$ cat src/rtl/ddr_req_queue.sv
// ddr_req_queue: DEPTH-entry transaction FIFO feeding the DDR4 controller.
// Entries leave in push order as single-cycle act_cmd strobes, no more than
// one every two cycles, gated by dev_busy and act_idle. Also keeps occupancy,
// per-op issue counters and a sticky overflow flag.
module ddr_req_queue #(
  parameter int ADDR_W = 29,
  parameter int DATA_W = 64,
  parameter int RW_W   = 2,
  parameter int DEPTH  = 16,
  parameter int CNT_W  = 16
) (
  input  logic                    clock_t,
  input  logic                    reset_n,
  input  logic                    push_valid,
  output logic                    push_ready,
  input  logic [ADDR_W-1:0]       push_addr,
  input  logic [DATA_W-1:0]       push_data,
  input  logic [RW_W-1:0]         push_rw,
  input  logic                    flush,
  input  logic                    dev_busy,
  input  logic                    act_idle,
  output logic                    act_cmd,
  output logic [ADDR_W-1:0]       out_addr,
  output logic [DATA_W-1:0]       out_data,
  output logic [RW_W-1:0]         out_rw,
  output logic [$clog2(DEPTH):0]  count,
  output logic [CNT_W-1:0]        rd_issued,
  output logic [CNT_W-1:0]        wr_issued,
  output logic                    overflow_err
);

  localparam int PTR_W = $clog2(DEPTH);
  localparam logic [PTR_W:0]  DEPTH_C = (PTR_W+1)'(DEPTH);
  localparam logic [RW_W-1:0] OP_RD   = RW_W'(1);
  localparam logic [RW_W-1:0] OP_WR   = RW_W'(2);

  typedef enum logic {
    ST_IDLE = 1'b0,
    ST_GAP  = 1'b1
  } state_e;

  logic [ADDR_W-1:0] addr_mem_q [DEPTH];
  logic [DATA_W-1:0] data_mem_q [DEPTH];
  logic [RW_W-1:0]   rw_mem_q   [DEPTH];

  state_e            state_q, state_d;
  logic [PTR_W-1:0]  wr_ptr_q, wr_ptr_d;
  logic [PTR_W-1:0]  rd_ptr_q, rd_ptr_d;
  logic [PTR_W:0]    count_q, count_d;
  logic              act_cmd_q, act_cmd_d;
  logic [ADDR_W-1:0] out_addr_q, out_addr_d;
  logic [DATA_W-1:0] out_data_q, out_data_d;
  logic [RW_W-1:0]   out_rw_q, out_rw_d;
  logic [CNT_W-1:0]  rd_cnt_q, rd_cnt_d;
  logic [CNT_W-1:0]  wr_cnt_q, wr_cnt_d;
  logic              ovf_q, ovf_d;

  logic full_s;
  logic empty_s;
  logic push_fire_s;
  logic issue_s;

  // Handshake and issue qualifiers derived from registered occupancy only,
  // so a same-cycle pop never opens a slot for that cycle's push.
  always_comb begin
    full_s      = (count_q == DEPTH_C);
    empty_s     = (count_q == '0);
    push_fire_s = push_valid && !full_s && !flush;
    issue_s     = (state_q == ST_IDLE) && !empty_s && !dev_busy && act_idle && !flush;
  end

  // Entry storage; no reset needed because occupancy decides what is valid.
  always_ff @(posedge clock_t) begin
    if (push_fire_s) begin
      addr_mem_q[wr_ptr_q] <= push_addr;
      data_mem_q[wr_ptr_q] <= push_data;
      rw_mem_q[wr_ptr_q]   <= push_rw;
    end
  end

  // Next-state logic for pointers, occupancy, issue FSM, outputs and counters.
  always_comb begin
    state_d    = state_q;
    wr_ptr_d   = wr_ptr_q;
    rd_ptr_d   = rd_ptr_q;
    count_d    = count_q;
    act_cmd_d  = 1'b0;
    out_addr_d = out_addr_q;
    out_data_d = out_data_q;
    out_rw_d   = out_rw_q;
    rd_cnt_d   = rd_cnt_q;
    wr_cnt_d   = wr_cnt_q;
    ovf_d      = ovf_q | (push_valid & full_s);

    if (flush) begin
      state_d  = ST_IDLE;
      wr_ptr_d = '0;
      rd_ptr_d = '0;
      count_d  = '0;
    end else begin
      case (state_q)
        ST_IDLE: begin
          if (issue_s) begin
            state_d    = ST_GAP;
            act_cmd_d  = 1'b1;
            out_addr_d = addr_mem_q[rd_ptr_q];
            out_data_d = data_mem_q[rd_ptr_q];
            out_rw_d   = rw_mem_q[rd_ptr_q];
            rd_ptr_d   = rd_ptr_q + PTR_W'(1);
            case (rw_mem_q[rd_ptr_q])
              OP_RD:   rd_cnt_d = rd_cnt_q + CNT_W'(1);
              OP_WR:   wr_cnt_d = wr_cnt_q + CNT_W'(1);
              default: ;
            endcase
          end else begin
            state_d = ST_IDLE;
          end
        end
        ST_GAP:  state_d = ST_IDLE;
        default: state_d = ST_IDLE;
      endcase

      if (push_fire_s) begin
        wr_ptr_d = wr_ptr_q + PTR_W'(1);
      end else begin
        wr_ptr_d = wr_ptr_q;
      end

      case ({push_fire_s, issue_s})
        2'b10:   count_d = count_q + (PTR_W+1)'(1);
        2'b01:   count_d = count_q - (PTR_W+1)'(1);
        default: count_d = count_q;
      endcase
    end
  end

  // State and output registers; reset drops everything queued or in flight.
  always_ff @(posedge clock_t or negedge reset_n) begin
    if (!reset_n) begin
      state_q    <= ST_IDLE;
      wr_ptr_q   <= '0;
      rd_ptr_q   <= '0;
      count_q    <= '0;
      act_cmd_q  <= 1'b0;
      out_addr_q <= '0;
      out_data_q <= '0;
      out_rw_q   <= '0;
      rd_cnt_q   <= '0;
      wr_cnt_q   <= '0;
      ovf_q      <= 1'b0;
    end else begin
      state_q    <= state_d;
      wr_ptr_q   <= wr_ptr_d;
      rd_ptr_q   <= rd_ptr_d;
      count_q    <= count_d;
      act_cmd_q  <= act_cmd_d;
      out_addr_q <= out_addr_d;
      out_data_q <= out_data_d;
      out_rw_q   <= out_rw_d;
      rd_cnt_q   <= rd_cnt_d;
      wr_cnt_q   <= wr_cnt_d;
      ovf_q      <= ovf_d;
    end
  end

  assign push_ready   = !full_s;
  assign act_cmd      = act_cmd_q;
  assign out_addr     = out_addr_q;
  assign out_data     = out_data_q;
  assign out_rw       = out_rw_q;
  assign count        = count_q;
  assign rd_issued    = rd_cnt_q;
  assign wr_issued    = wr_cnt_q;
  assign overflow_err = ovf_q;

endmodule

$ cat config.mk
export PLATFORM = sky130hd
export DESIGN_NAME = ddr_req_queue
export DESIGN_NICKNAME = d
export VERILOG_FILES = /design/src/rtl/ddr_req_queue.sv
export SDC_FILE = /design/constraint.sdc
export NUM_CORES = 2
export LEC_CHECK = 0
export CORE_UTILIZATION = 43
export DETAILED_ROUTE_END_ITERATION = 6
export PLACE_DENSITY = 0.66
export SETUP_SLACK_MARGIN = 0.4
export SYNTH_ARGS = -nofsm -noshare
export SYNTH_HDL_FRONTEND = slang
export SYNTH_SLANG_ARGS = --single-unit
$ cat constraint.sdc
create_clock -name clock_t -period 12.02 [get_ports clock_t]
set_input_delay 1.202 -clock clock_t [delete_from_list [all_inputs] [get_ports clock_t]]
set_output_delay 1.202 -clock clock_t [all_outputs]
set_load 0.02 [all_outputs]
* Word-level counts from Yosys, hierarchy flattened
Memory sizes are Yosys's and may differ from the RTL's. A register that Yosys moved wholly into a read port is not among the register bits. Cells that the tools add are included.
Word-level totals: register bits 50, memory bits (writable) 1520, input bits 101, output and inout bits 135, word-level logic and storage cells 62, memories 3
Memory list:
- data_mem_q | depth 16, width 64, rd ports 1, clocked after memory_dff 1, write ports 1, line 43 | logic [DATA_W-1:0] data_mem_q [DEPTH];
- addr_mem_q | depth 16, width 29, rd ports 1, clocked after memory_dff 1, write ports 1, line 42 | logic [ADDR_W-1:0] addr_mem_q [DEPTH];
- rw_mem_q | depth 16, width 2, rd ports 1, clocked after memory_dff 0, write ports 1, line 44 | logic [RW_W-1:0] rw_mem_q [DEPTH];
Operators by class: add/sub/neg operators 6, equal/unequal tests 6, multiplexer cells 14, bitwise gates (word level) 4, reductions and logical operators 20
Operators with widths (number):
- 16-bit by 1-bit adder with 16-bit output (second input constant) | 2
- 4-bit 2-to-1 mux | 5
- 5-bit case mux with 2 select lines | 1
- 4-bit by 1-bit adder with 4-bit output (second input constant) | 2
- 4-bit AND reduction | 2
- 1-bit logical AND | 6
- 1-bit logical NOT | 6
- 1-bit 2-to-1 mux | 6
- 5-bit by 1-bit adder with 5-bit output (second input constant) | 1
- 5-bit equality test (second input constant) | 1
- 5-bit logical NOT | 1
- 5-bit 2-to-1 mux | 1
- 5-bit by 1-bit subtractor with 5-bit output (second input constant) | 1
- 2-bit by 1-bit equality test with 1-bit output (second input constant) | 2
- 2-bit equality test (second input constant) | 2
- 2-bit nonzero test | 2
- 3-bit AND reduction | 1
- 3-bit nonzero test | 1
- 2-bit != test (second input constant) | 1
- 1-bit NOT | 2
- 1-bit case mux with 2 select lines | 1
- 2-bit AND reduction | 1
- 1-bit AND | 1
- 1-bit bitwise OR | 1

* Depth between registers and ports, before layout
word-level depth 9, mapped depth 14, mapped depth without buffers 12

* Worst setup path before layout
Ideal clock, no wire load.
path type input to register, start point in push_valid, end point mem addr_mem_q[11][0] (enable), setup time 0.816 ns, data arrival time 11.543 ns, data required time 11.204 ns, path slack -0.339 ns, cell stages on the path 3, buffers on the path 0, path through a21boi_1 > nand2_1 > nor4b_1
On the way: word-level cells in the longest chain between the ends 4
RTL lines:
- start: declaration | line 14 | input logic push_valid,
- 1-bit logical AND (2 in a row) | line 68 | push_fire_s = push_valid && !full_s && !flush;
- 1-bit 2-to-1 mux | line 74 | if (push_fire_s) begin
- 1-bit 2-to-1 mux (not written as such) | line 75 | addr_mem_q[wr_ptr_q] <= push_addr;
- end: declaration | line 42
No other way between the ends.

* Final worst setup path
start point reg rd_ptr_q[2], end point reg wr_cnt_q[1] (netlist: wr_issued[1])
On the way: word-level cells in the longest chain between the ends 3
RTL lines:
- start: declaration | line 48 | logic [PTR_W-1:0] rd_ptr_q, rd_ptr_d;
- start signal: assignment | line 154 | rd_ptr_q <= rd_ptr_d;
- memory 16 x 2 bit
- 2-bit equality test | line 110 | case (rw_mem_q[rd_ptr_q])
- 4-bit AND reduction (no source line)
- end signal: assignment | line 161 | wr_cnt_q <= wr_cnt_d;
- end: declaration | line 55 | logic [CNT_W-1:0] wr_cnt_q, wr_cnt_d;
No other way between the ends. A chain may end at the register's enable or synchronous reset.

==> reports/results.ini <==
[status]
status = complete, no violations

[synthesis]
yosys_warnings = 0
synth.distinct_cells = 58
synth_ff_type = edfxtp_1
syn_area_sq_um = 63760
avgSynthCellArea_sq_um = 19.62
synth_seq_area_share = 0.7716
synth_edf_count = 1520
synth_seq_cells = 1662
synth_cells = 3249
ys_async_sr_fraction = 0.08544
synthesis.nets = 3361

[timing]
drv_slew = 0
final.setup_skew_ps = 19.32
max_slew_margin = 0.2513
tightest_slew_ps = 1123
finalSetupViolCount = 0
hold_viol = 0
period_needed_ps = 4558
post-route-period-util = 0.3792
rsz0062_at_grt = no
timing.fmax_ghz = 0.2194
final.setup.tns_ps = 0

[clock_network]
cts_tree = built
clk_latency_ps = 790
cts_root_buf = clkbuf_16
cts_htree_levels = 4
postCtsSetupRepairBufs = 0
clock_sinks = 1662
clock_path_buffers = 3
clk_pin_slew_ps = 60
post_cts_resized = 0
postCtsHoldBufs = 0
numCtsBuffers = 168

[grt]
grt_usage = 0.1880
overflow = 0
grt_max_degree = 138
grt_first_pass_wirelength_mm = 210.9
antenna_found_initial = 23
grt_pass1_vias = 32330

[place]
gp_congestion = 0.7365
place_hpwl_mm = 75.20
io_buffers = 235
post_dp_cell_area_sq_um = 68200

[die]
start_util = 0.4354
chipHeight_um = 387.1
rows = 140
core-area_sq_um = 146400
top_level_ports = 236
die_w_um = 387.1
dieArea_sq_um = 149800

[routing]
ant_nets = 0
drt_pass1_iterations = 7
drc = 0
wl_mm = 140.5
vias = 31270
wl_per_cell_um = 25.19
drt_iter0_drc = 2748
via_per_inst = 5.605

[setup_path]
crit_arrival_ps = 5220
worst-setup-path-type = flop to flop
start_kind = flop
crit_required_ps = 12680
end_kind = flop
crit_fanout = 52

[layout]
final_cell_mix = edfxtp_1 (1,520), mux4_2 (284), clkdlybuf4s50_1 (234), mux2i_1 (222), nor2_1 (208)
area_growth_syn_to_layout_pct = 15.88
drive_gt1_frac = 0.1730
finish.instance_area_sq_um = 73880
layout.nets = 3628
final_common_cell = edfxtp_1
fillers = 11700

[power_and_ir_drop]
powerDensity_nw_per_um2 = 181.0
power.leakage_nw = 23.77
ir_drop_mv = 0.1472
p_total_mw = 13.37

[flow_run]
cap_violations = 0

[hold_path]
hp-class = flop to flop

-- area by class of cell --
| type | instances | area [sq um] | area share |
|---|---|---|---|
| Clock buffer | 228 | 4703 | 0.06366 |
| Inverter | 11 | 53.80 | 0.0007282 |
| Tap cell | 1917 | 2399 | 0.03246 |
| Timing Repair Buffer | 280 | 2744 | 0.03714 |
| Antenna cell | 1 | 2.502 | 0.00003387 |
| Multi-Input combinational cell | 1393 | 13800 | 0.1868 |
| Sequential cell | 1662 | 49210 | 0.6660 |
| Clock inverter | 86 | 974.7 | 0.01319 |
-- critical path: stages, from the launching register on --
cell and delay, ps:
dfrtp_4 660, buf_4 460, nand2b_4 650, buf_4 850, o221ai_1 340, o221ai_2 810, or2_2 270, mux2_2 320
-- state kept, by name, summed over array words and instances (netlist names) --
signal and cells:
data_mem_q 1024, out_data 64, out_rw 2, addr_mem_q 464
count 5, rw_mem_q 32, rd_issued 16, overflow_err 1
wr_ptr_q 4, rd_ptr_q 4, out_addr 29, act_cmd 1
wr_issued 16
-- routing by layer --
metal	routed length [um]	part of all wire	track usage	up-vias
met3	9381	0.067	0.04086	208
met1	59900	0.43	0.2581	16500
li1	-	-	-	13630
met2	68540	0.49	0.3066	903
met5	172	0.0012	0	-
met4	2536	0.018	0.04618	26
-- worst paths after layout --
check | end | cells after the start | startpoint | slack [ps]
hold / removal | out_data[43] | 2 | out_data[43] | 470
setup reg to reg | wr_issued[1] | 7 | rd_ptr_q[2] | 7460
setup / recovery | wr_issued[1] | 7 | rd_ptr_q[2] | 7460
hold reg to reg | out_data[43] | 2 | out_data[43] | 470
max in group asynchronous | out_addr[12] | 2 | reset_n | 9960
min in group asynchronous | wr_issued[3] | 1 | reset_n | 500
-- where the power goes --
group	internal (mW)	leakage, nW	switching (mW)
combinational	0.654	5.48	0.745
clock	3.10	2.77	2.19
sequential	6.53	15.5	0.147
total	10.3	23.8	3.09
-- per-stage QoR --
step | setup slack, ps | hold slack [ps] | util | instances
floorplan | 682.5 | 566.7 | - | 3249
global placement | 6833 | 453.3 | 0.4657 | 5263
detailed placement | 6872 | 467.2 | 0.4657 | 5263
CTS | 7534 | 481.7 | 0.5045 | 5577
global route | 7313 | 503.6 | 0.5045 | 5577
finish | 7462 | 472.1 | 0.5045 | 5578
-- cell usage after synthesis, types with 2 or more instances --
library cell / count / area share
edfxtp_1: 1520 / 0.72
mux4_2: 284 / 0.10
mux2i_1: 222 / 0.035
nor2_1: 209 / 0.012
nand2_1: 170 / 0.010
dfrtp_1: 142 / 0.056
and2_1: 99 / 0.0097
clkbuf_1: 96 / 0.0057
o22ai_1: 94 / 0.0092
o21ai_0: 64 / 0.0050
o221ai_1: 63 / 0.0087
buf_2: 46 / 0.0036
o311ai_0: 31 / 0.0043
xnor2_1: 24 / 0.0033
buf_1: 23 / 0.0014
nand4_1: 18 / 0.0018
buf_4: 15 / 0.0018
xor2_1: 14 / 0.0019
and3_1: 11 / 0.0011
ha_1: 10 / 0.0020
nand3_1: 10 / 0.00078
nor3_1: 10 / 0.00078
inv_1: 8 / 0.00047
mux2_2: 7 / 0.0012
and2_0: 5 / 0.00049
nor4_2: 4 / 0.00078
buf_6: 3 / 0.00053
inv_2: 3 / 0.00018
nor2b_1: 3 / 0.00029
nor3b_1: 3 / 0.00035
nor4_1: 3 / 0.00029
a21oi_1: 2 / 0.00016
and4_1: 2 / 0.00027
nand2b_1: 2 / 0.00020
nor4b_1: 2 / 0.00027
o21a_1: 2 / 0.00024
o221ai_2: 2 / 0.00047
or2_2: 2 / 0.00020
or3_1: 2 / 0.00020
-- cell families after synthesis --
group                      after synthesis  synth area share
muxes                                  514            0.1368
AOI/OAI and AO/OA                      266           0.02914
adders and majority gates               11          0.002276
and+or+nand+nor                        563           0.04113
xor gates and xnor gates                39          0.005475
DFF                                   1662            0.7716
buffers and inverters                  194           0.01356
Power figures use the tool's default switching activity.
